### config.mk
export PLATFORM = sky130hd
export DESIGN_NAME = pll_lock_sequencer
export DESIGN_NICKNAME = d
export VERILOG_FILES = /design/src/rtl/pll_lock_sequencer_pkg.sv /design/src/rtl/sync_2ff.sv /design/src/rtl/pll_lock_sequencer.sv
export SDC_FILE = /design/constraint.sdc
export NUM_CORES = 1
export LEC_CHECK = 0
export ABC_CLOCK_PERIOD_IN_PS = 3700
export BUFFER_PORTS_ARGS = -buffer_cell sky130_fd_sc_hd__buf_2
export CAP_MARGIN = 25
export CORE_MARGIN = 2
export CORE_UTILIZATION = 45
export CTS_CLUSTER_SIZE = 8
export DETAILED_ROUTE_END_ITERATION = 7
export PLACE_DENSITY_LB_ADDON = 0.2
export SLEW_MARGIN = 20
export SYNTH_ARGS = -nofsm -noshare
export SYNTH_HDL_FRONTEND = slang
export SYNTH_SLANG_ARGS = --single-unit
### constraint.sdc
create_clock -name clock_in -period 3.7 [get_ports clock_in]
set_input_delay 0.185 -clock clock_in [delete_from_list [all_inputs] [get_ports clock_in]]
set_output_delay 0.185 -clock clock_in [all_outputs]
set_load 0.02 [all_outputs]
### src/rtl/pll_lock_sequencer_pkg.sv
`default_nettype none
// +----------------------------------------------------------------------+
// | Module   : pll_lock_sequencer_pkg                                    |
// | Purpose  : State encoding and 12 MHz timing defaults for the PLL     |
// |            lock sequencer.                                           |
// | Revision : 1.0                                                       |
// +----------------------------------------------------------------------+
package pll_lock_sequencer_pkg;

    typedef enum logic [2:0] {
        RESET_PLL = 3'd0,
        WAIT_LOCK = 3'd1,
        STABILIZE = 3'd2,
        RUN       = 3'd3,
        FAIL      = 3'd4
    } pll_state_t;

    localparam int c_pll_rst_cycles_12m = 16;
    localparam int c_lock_timeout_12m   = 1200;  // 100 us at 12 MHz
    localparam int c_stable_cycles_12m  = 120;
    localparam int c_max_retries        = 7;
    localparam int c_retry_w            = 4;

    function automatic int cnt_width(input int a, input int b, input int c);
        int m;
        m = a;
        if (b > m) m = b;
        if (c > m) m = c;
        return (m < 2) ? 1 : $clog2(m);
    endfunction

endpackage
`default_nettype wire

### src/rtl/sync_2ff.sv
`default_nettype none
// +----------------------------------------------------------------------+
// | Module   : sync_2ff                                                  |
// | Purpose  : 1-bit two-flop synchronizer, async active-low reset to 0. |
// | Revision : 1.0                                                       |
// +----------------------------------------------------------------------+
module sync_2ff (
    input  logic clk,
    input  logic rst_n,
    input  logic i_d,
    output logic o_q
);

    logic r_meta;
    logic r_sync;

    always_ff @(posedge clk or negedge rst_n) begin
        if (!rst_n) begin
            r_meta <= 1'b0;
            r_sync <= 1'b0;
        end else begin
            r_meta <= i_d;
            r_sync <= r_meta;
        end
    end

    assign o_q = r_sync;

endmodule
`default_nettype wire

### src/rtl/pll_lock_sequencer.sv
`default_nettype none
// +----------------------------------------------------------------------+
// | Module   : pll_lock_sequencer                                        |
// | Purpose  : Drives iCE40 PLL RESETB, qualifies LOCK and releases the  |
// |            system reset. Optional PLL_RETRY_LIMIT_EN adds FAIL.      |
// | Revision : 1.0                                                       |
// +----------------------------------------------------------------------+
module pll_lock_sequencer
    import pll_lock_sequencer_pkg::*;
#(
    parameter int PLL_RST_CYCLES = c_pll_rst_cycles_12m,
    parameter int LOCK_TIMEOUT   = c_lock_timeout_12m,
    parameter int STABLE_CYCLES  = c_stable_cycles_12m,
    parameter int MAX_RETRIES    = c_max_retries,
    parameter int RETRY_W        = c_retry_w
) (
    input  logic               clock_in,
    input  logic               reset_n,
    input  logic               locked,
    output logic               pll_resetb,
    output logic               sys_rst_n,
    output logic               ready,
    output logic [RETRY_W-1:0] retry_count,
    output logic               lock_lost,
    output logic               fail
);

    localparam int c_cnt_w = cnt_width(PLL_RST_CYCLES, LOCK_TIMEOUT, STABLE_CYCLES);
    localparam logic [c_cnt_w-1:0] c_rst_last    = c_cnt_w'(PLL_RST_CYCLES - 1);
    localparam logic [c_cnt_w-1:0] c_timeout_last = c_cnt_w'(LOCK_TIMEOUT - 1);
    localparam logic [c_cnt_w-1:0] c_stable_last  = c_cnt_w'(STABLE_CYCLES - 1);

    if (PLL_RST_CYCLES < 1) begin : g_bad_pll_rst_cycles
        $error("PLL_RST_CYCLES must be >= 1");
    end
    if (LOCK_TIMEOUT < 1) begin : g_bad_lock_timeout
        $error("LOCK_TIMEOUT must be >= 1");
    end
    if (STABLE_CYCLES < 1) begin : g_bad_stable_cycles
        $error("STABLE_CYCLES must be >= 1");
    end
    if (MAX_RETRIES < 1) begin : g_bad_max_retries
        $error("MAX_RETRIES must be >= 1");
    end

    logic               w_locked_s;
    pll_state_t         w_next_state;
    logic               w_timeout;
    logic               w_lock_loss;

    pll_state_t         r_state;
    logic [c_cnt_w-1:0] r_count;
    logic [RETRY_W-1:0] r_retry_count;
    logic               r_lock_lost;
    logic               r_pll_resetb;
    logic               r_run;

    sync_2ff u_lock_sync (
        .clk   (clock_in),
        .rst_n (reset_n),
        .i_d   (locked),
        .o_q   (w_locked_s)
    );

    // Lock seen on the timeout cycle wins over the retry.
    always_comb begin
        w_next_state = r_state;
        w_timeout    = 1'b0;
        w_lock_loss  = 1'b0;
        case (r_state)
            RESET_PLL: begin
                if (r_count == c_rst_last) w_next_state = WAIT_LOCK;
            end
            WAIT_LOCK: begin
                if (w_locked_s) begin
                    w_next_state = STABILIZE;
                end else if (r_count == c_timeout_last) begin
                    w_timeout    = 1'b1;
`ifdef PLL_RETRY_LIMIT_EN
                    w_next_state = (r_retry_count == RETRY_W'(MAX_RETRIES - 1)) ? FAIL : RESET_PLL;
`else
                    w_next_state = RESET_PLL;
`endif
                end
            end
            STABILIZE: begin
                if (!w_locked_s)                    w_next_state = WAIT_LOCK;
                else if (r_count == c_stable_last)  w_next_state = RUN;
            end
            RUN: begin
                if (!w_locked_s) begin
                    w_next_state = RESET_PLL;
                    w_lock_loss  = 1'b1;
                end
            end
            FAIL:    w_next_state = FAIL;
            default: w_next_state = RESET_PLL;
        endcase
    end

    // Outputs decode the next state so they change on the same edge as r_state.
    always_ff @(posedge clock_in or negedge reset_n) begin
        if (!reset_n) begin
            r_state       <= RESET_PLL;
            r_count       <= '0;
            r_retry_count <= '0;
            r_lock_lost   <= 1'b0;
            r_pll_resetb  <= 1'b0;
            r_run         <= 1'b0;
        end else begin
            r_state <= w_next_state;
            if (w_next_state != r_state) begin
                r_count <= '0;
            end else if ((r_state == RESET_PLL) || (r_state == WAIT_LOCK) ||
                         (r_state == STABILIZE)) begin
                r_count <= r_count + 1'b1;
            end
            if (w_timeout && (r_retry_count != {RETRY_W{1'b1}})) begin
                r_retry_count <= r_retry_count + 1'b1;
            end
            if (w_lock_loss) begin
                r_lock_lost <= 1'b1;
            end
            r_pll_resetb <= (w_next_state != RESET_PLL) && (w_next_state != FAIL);
            r_run        <= (w_next_state == RUN);
        end
    end

`ifdef PLL_RETRY_LIMIT_EN
    logic r_fail;

    always_ff @(posedge clock_in or negedge reset_n) begin
        if (!reset_n) begin
            r_fail <= 1'b0;
        end else begin
            r_fail <= (w_next_state == FAIL);
        end
    end

    assign fail = r_fail;
`else
    assign fail = 1'b0;
`endif

    assign pll_resetb  = r_pll_resetb;
    assign sys_rst_n   = r_run;
    assign ready       = r_run;
    assign retry_count = r_retry_count;
    assign lock_lost   = r_lock_lost;

endmodule
`default_nettype wire

==> run_results.csv <==
group,metric,value,unit
clock_tree,cts_hold_buf,2,
global_routing,antenna_found_initial,0,
synthesis,synth-seq-area-share,51.6,%
global_routing,grt_pass1_wl,3000,µm
timing,rsz0062_at_grt,"false",
timing,hold_violations,0,
synthesis,synth_fa_ha_area_share,2.24,%
synthesis,synth_xor_area_share,10.2,%
synthesis,synth_compound_area_share,6.50,%
worst_setup_path,crit_path_start_kind,"register",
place,place_hpwl,1290,µm
synthesis,synth.avg_cell_area,10.5,µm²
finish,mostFrequentLayoutCell,"dfrtp_1",
clock_tree,cts_buffers,3,
synthesis,synth_nets,111,
worst_setup_path,worstPathMaxFanout,11,
worst_setup_path,rr_worst_depth,5,
worst_setup_path,r2r-start,"r_count[7]$_DFFE_PN0P_",
clock_tree,clock_sinks,23,
timing,final.setup.tns,0,ps
global_routing,use_met3,2.50,%
timing,slew_viol_final,0,
global_routing,grt-busiest-layer,"met2",
timing,slew_headroom,62.6,%
finish,final_area,1210,µm²
finish,drive_above_1_share,17.4,%
place,io_buffer_count,10,
route,routed_wl,1860,µm
clock_tree,post_cts_buffers,0,
timing,skew,1.91,ps
floorplanning,dieArea,2890,µm²
route,first_pass_iters,4,
global_routing,grt_use_met2,23.8,%
synthesis,synthFlopType,"dfrtp_1",
synthesis,synth_edf_count,0,
clock_tree,clk_latency,300,ps
synthesis,netlist.area_leader.share,51.6,%
worst_setup_path,crit_required,3880,ps
timing,finalSetupViolCount,0,
synthesis,synth_top_family_by_area,"simple AND/OR/NAND/NOR gates",
place,routabilityCongestion,0.828,
synthesis,ys_warn_count,0,
synthesis,synth-simple-area-share,22.8,%
clock_tree,cts_tree,"done",
global_routing,grt_max_degree,24,
timing,post-route-min-period,2100,ps
finish,syn_to_final_growth,8.18,%
synthesis,yosysTopAreaCell,"dfrtp_1",
synthesis,async_flop_share,100,%
synthesis,syn_inst,106,
route,viasPerCell,5.29,
worst_setup_path,end_kind,"register",
global_routing,grtUsageMet1,18.3,%
clock_tree,clk_pin_slew_worst_paths,120,ps
finish,final_cell_mix,"dfrtp_1 (23), nor2_1 (16), nand2_1 (10), xor2_1 (10), buf_2 (10)",
worst_setup_path,r2r_setup_slack,1600,ps
clock_tree,ctsResizeCount,0,
clock_tree,root_buffer,"clkbuf_4",
place,placed_area,1160,µm²
worst_setup_path,r2r_end,"r_count[8]$_DFFE_PN0P_",
timing,fmax,477,MHz
synthesis,synthDistinctLibCells,32,
route,drcViolationCount,0,
run_status,run_status,"finished, final reports clean",
synthesis,synth_area_leaders,"dfrtp_1 (52%), xor2_1 (7.8%), nor2_1 (5.4%), nand2_1 (3.4%), and3_1 (2.8%)",
finish,antenna-diode-count,0,
pwr,pwr_density_cell,526,nW/µm²
finish,fin_nets,121,
floorplanning,chipHeight,53.8,µm
pwr,peakVddDrop,0.293,mV
floorplanning,die_w,53.8,µm
floorplanning,start_util,46.3,%
floorplanning,num_rows,18,
route,vias,767,
synthesis,muxShareOfSynthArea,1.91,%
timing,worst_pin_slew,561,ps
clock_tree,htree_levels,1,
finish,nFillCells,219,
global_routing,grt_util_all_layers,14.6,%
route,drt_first_iter_violations,12,
floorplanning,io_pins,12,
hold_path,hp-class,"input pin to async pin",
global_routing,grt_pass1_vias,688,
worst_setup_path,worstPathArrival,2280,ps
pwr,p_leak,0.627,nW
job,max_cap_violations,0,
synthesis,synth.cell_area,1120,µm²
route,post_drt_wl_per_cell,12.8,µm
clock_tree,clockBufferDepth,2,
synthesis,synth_seq_cells,23,
timing,min_period_over_period,56.7,%
route,antenna_left,0,
floorplanning,core_area,2410,µm²
worst_setup_path,worstSetupPathType,"register to register",
global_routing,overflow,0,
-- critical path, cell delays in order, from the launching register on --
cell     delay (ps)
dfrtp_1         440
or4_4           550
o41ai_2         210
nand3_1         150
a32oi_2         510
nor2_1          110
-- layout make-up --
class	count	area (µm²)	share of cell area, %
flip-flops and latches	23	576	47.7
multi-input cells	74	490	40.6
clock buffers	4	26.3	2.18
repair buffers	12	70.1	5.80
well taps	30	37.5	3.11
inverters	2	7.51	0.622
-- where the power goes --
| group | leakage (nW) | total, mW | switching (mW) | internal (mW) |
|---|---|---|---|---|
| registers | 0.307 | 0.345 | 0.0502 | 0.295 |
| logic | 0.305 | 0.176 | 0.104 | 0.0728 |
| clock network | 0.0150 | 0.114 | 0.0717 | 0.0421 |
| total | 0.627 | 0.635 | 0.225 | 0.410 |
-- synth_stat cells, types with 2 or more instances --
cell	n
nand3_1	4
xnor2_1	3
nor2_1	16
buf_4	2
nand2_1	10
ha_1	2
xor2_1	10
nand4_1	4
nor2b_1	3
and3_1	5
clkbuf_1	3
inv_1	2
dfrtp_1	23
-- kinds of logic after synthesis --
| logic type | count (synthesis) |
|---|---|
| buffers and inverters | 9 |
| other | 1 |
| adder cells (fa/ha/maj) | 2 |
| multiplexers | 2 |
| XOR/XNOR | 13 |
| AO/OA/AOI/OAI | 7 |
| flip-flops | 23 |
| AND/OR/NAND/NOR | 49 |
-- state kept, by name, summed over array words and instances, names as in the netlist --
signal and flops:
r_count 11, retry_count 4, r_state 3, lock_lost 1
pll_resetb 1, ready 1, u_lock_sync.o_q 1, u_lock_sync.r_meta 1
-- routing by layer --
metal,up-vias,part of all wire (%)
li1,372,-
met1,380,48
met2,13,48
met3,2,3.8
met4,0,0.81
met5,-,0
-- worst max path at each step --
stage / startpoint / to / slack, ps / cells after the start
5_1_grt: r_count[7]$_DFFE_PN0P_ / r_count[8]$_DFFE_PN0P_ / 1420 / 5
6_report: r_count[7]$_DFFE_PN0P_ / r_count[8]$_DFFE_PN0P_ / 1600 / 5
3_5_place_dp: r_count[7]$_DFFE_PN0P_ / r_count[8]$_DFFE_PN0P_ / 1630 / 5
4_1_cts: r_count[7]$_DFFE_PN0P_ / r_count[8]$_DFFE_PN0P_ / 1590 / 5
3_3_place_gp: r_count[7]$_DFFE_PN0P_ / r_count[10]$_DFFE_PN0P_ / 1660 / 5
2_1_floorplan: r_count[7]$_DFFE_PN0P_ / r_count[0]$_DFFE_PN0P_ / 1930 / 6
-- stage by stage --
step	hold WS (ps)	utilization [%]	power, mW	std cells	worst slack (ps)
5_1_grt	378	50.1	0.683	145	1420
6_report	357	50.1	0.635	145	1600
2_1_floorplan	-111	-	0.497	106	1930
4_1_cts	367	50.1	0.644	145	1590
3_5_place_dp	191	48.2	0.527	139	1630
3_3_place_gp	178	48.2	0.520	139	1660
Power figures use the tool's default switching activity.
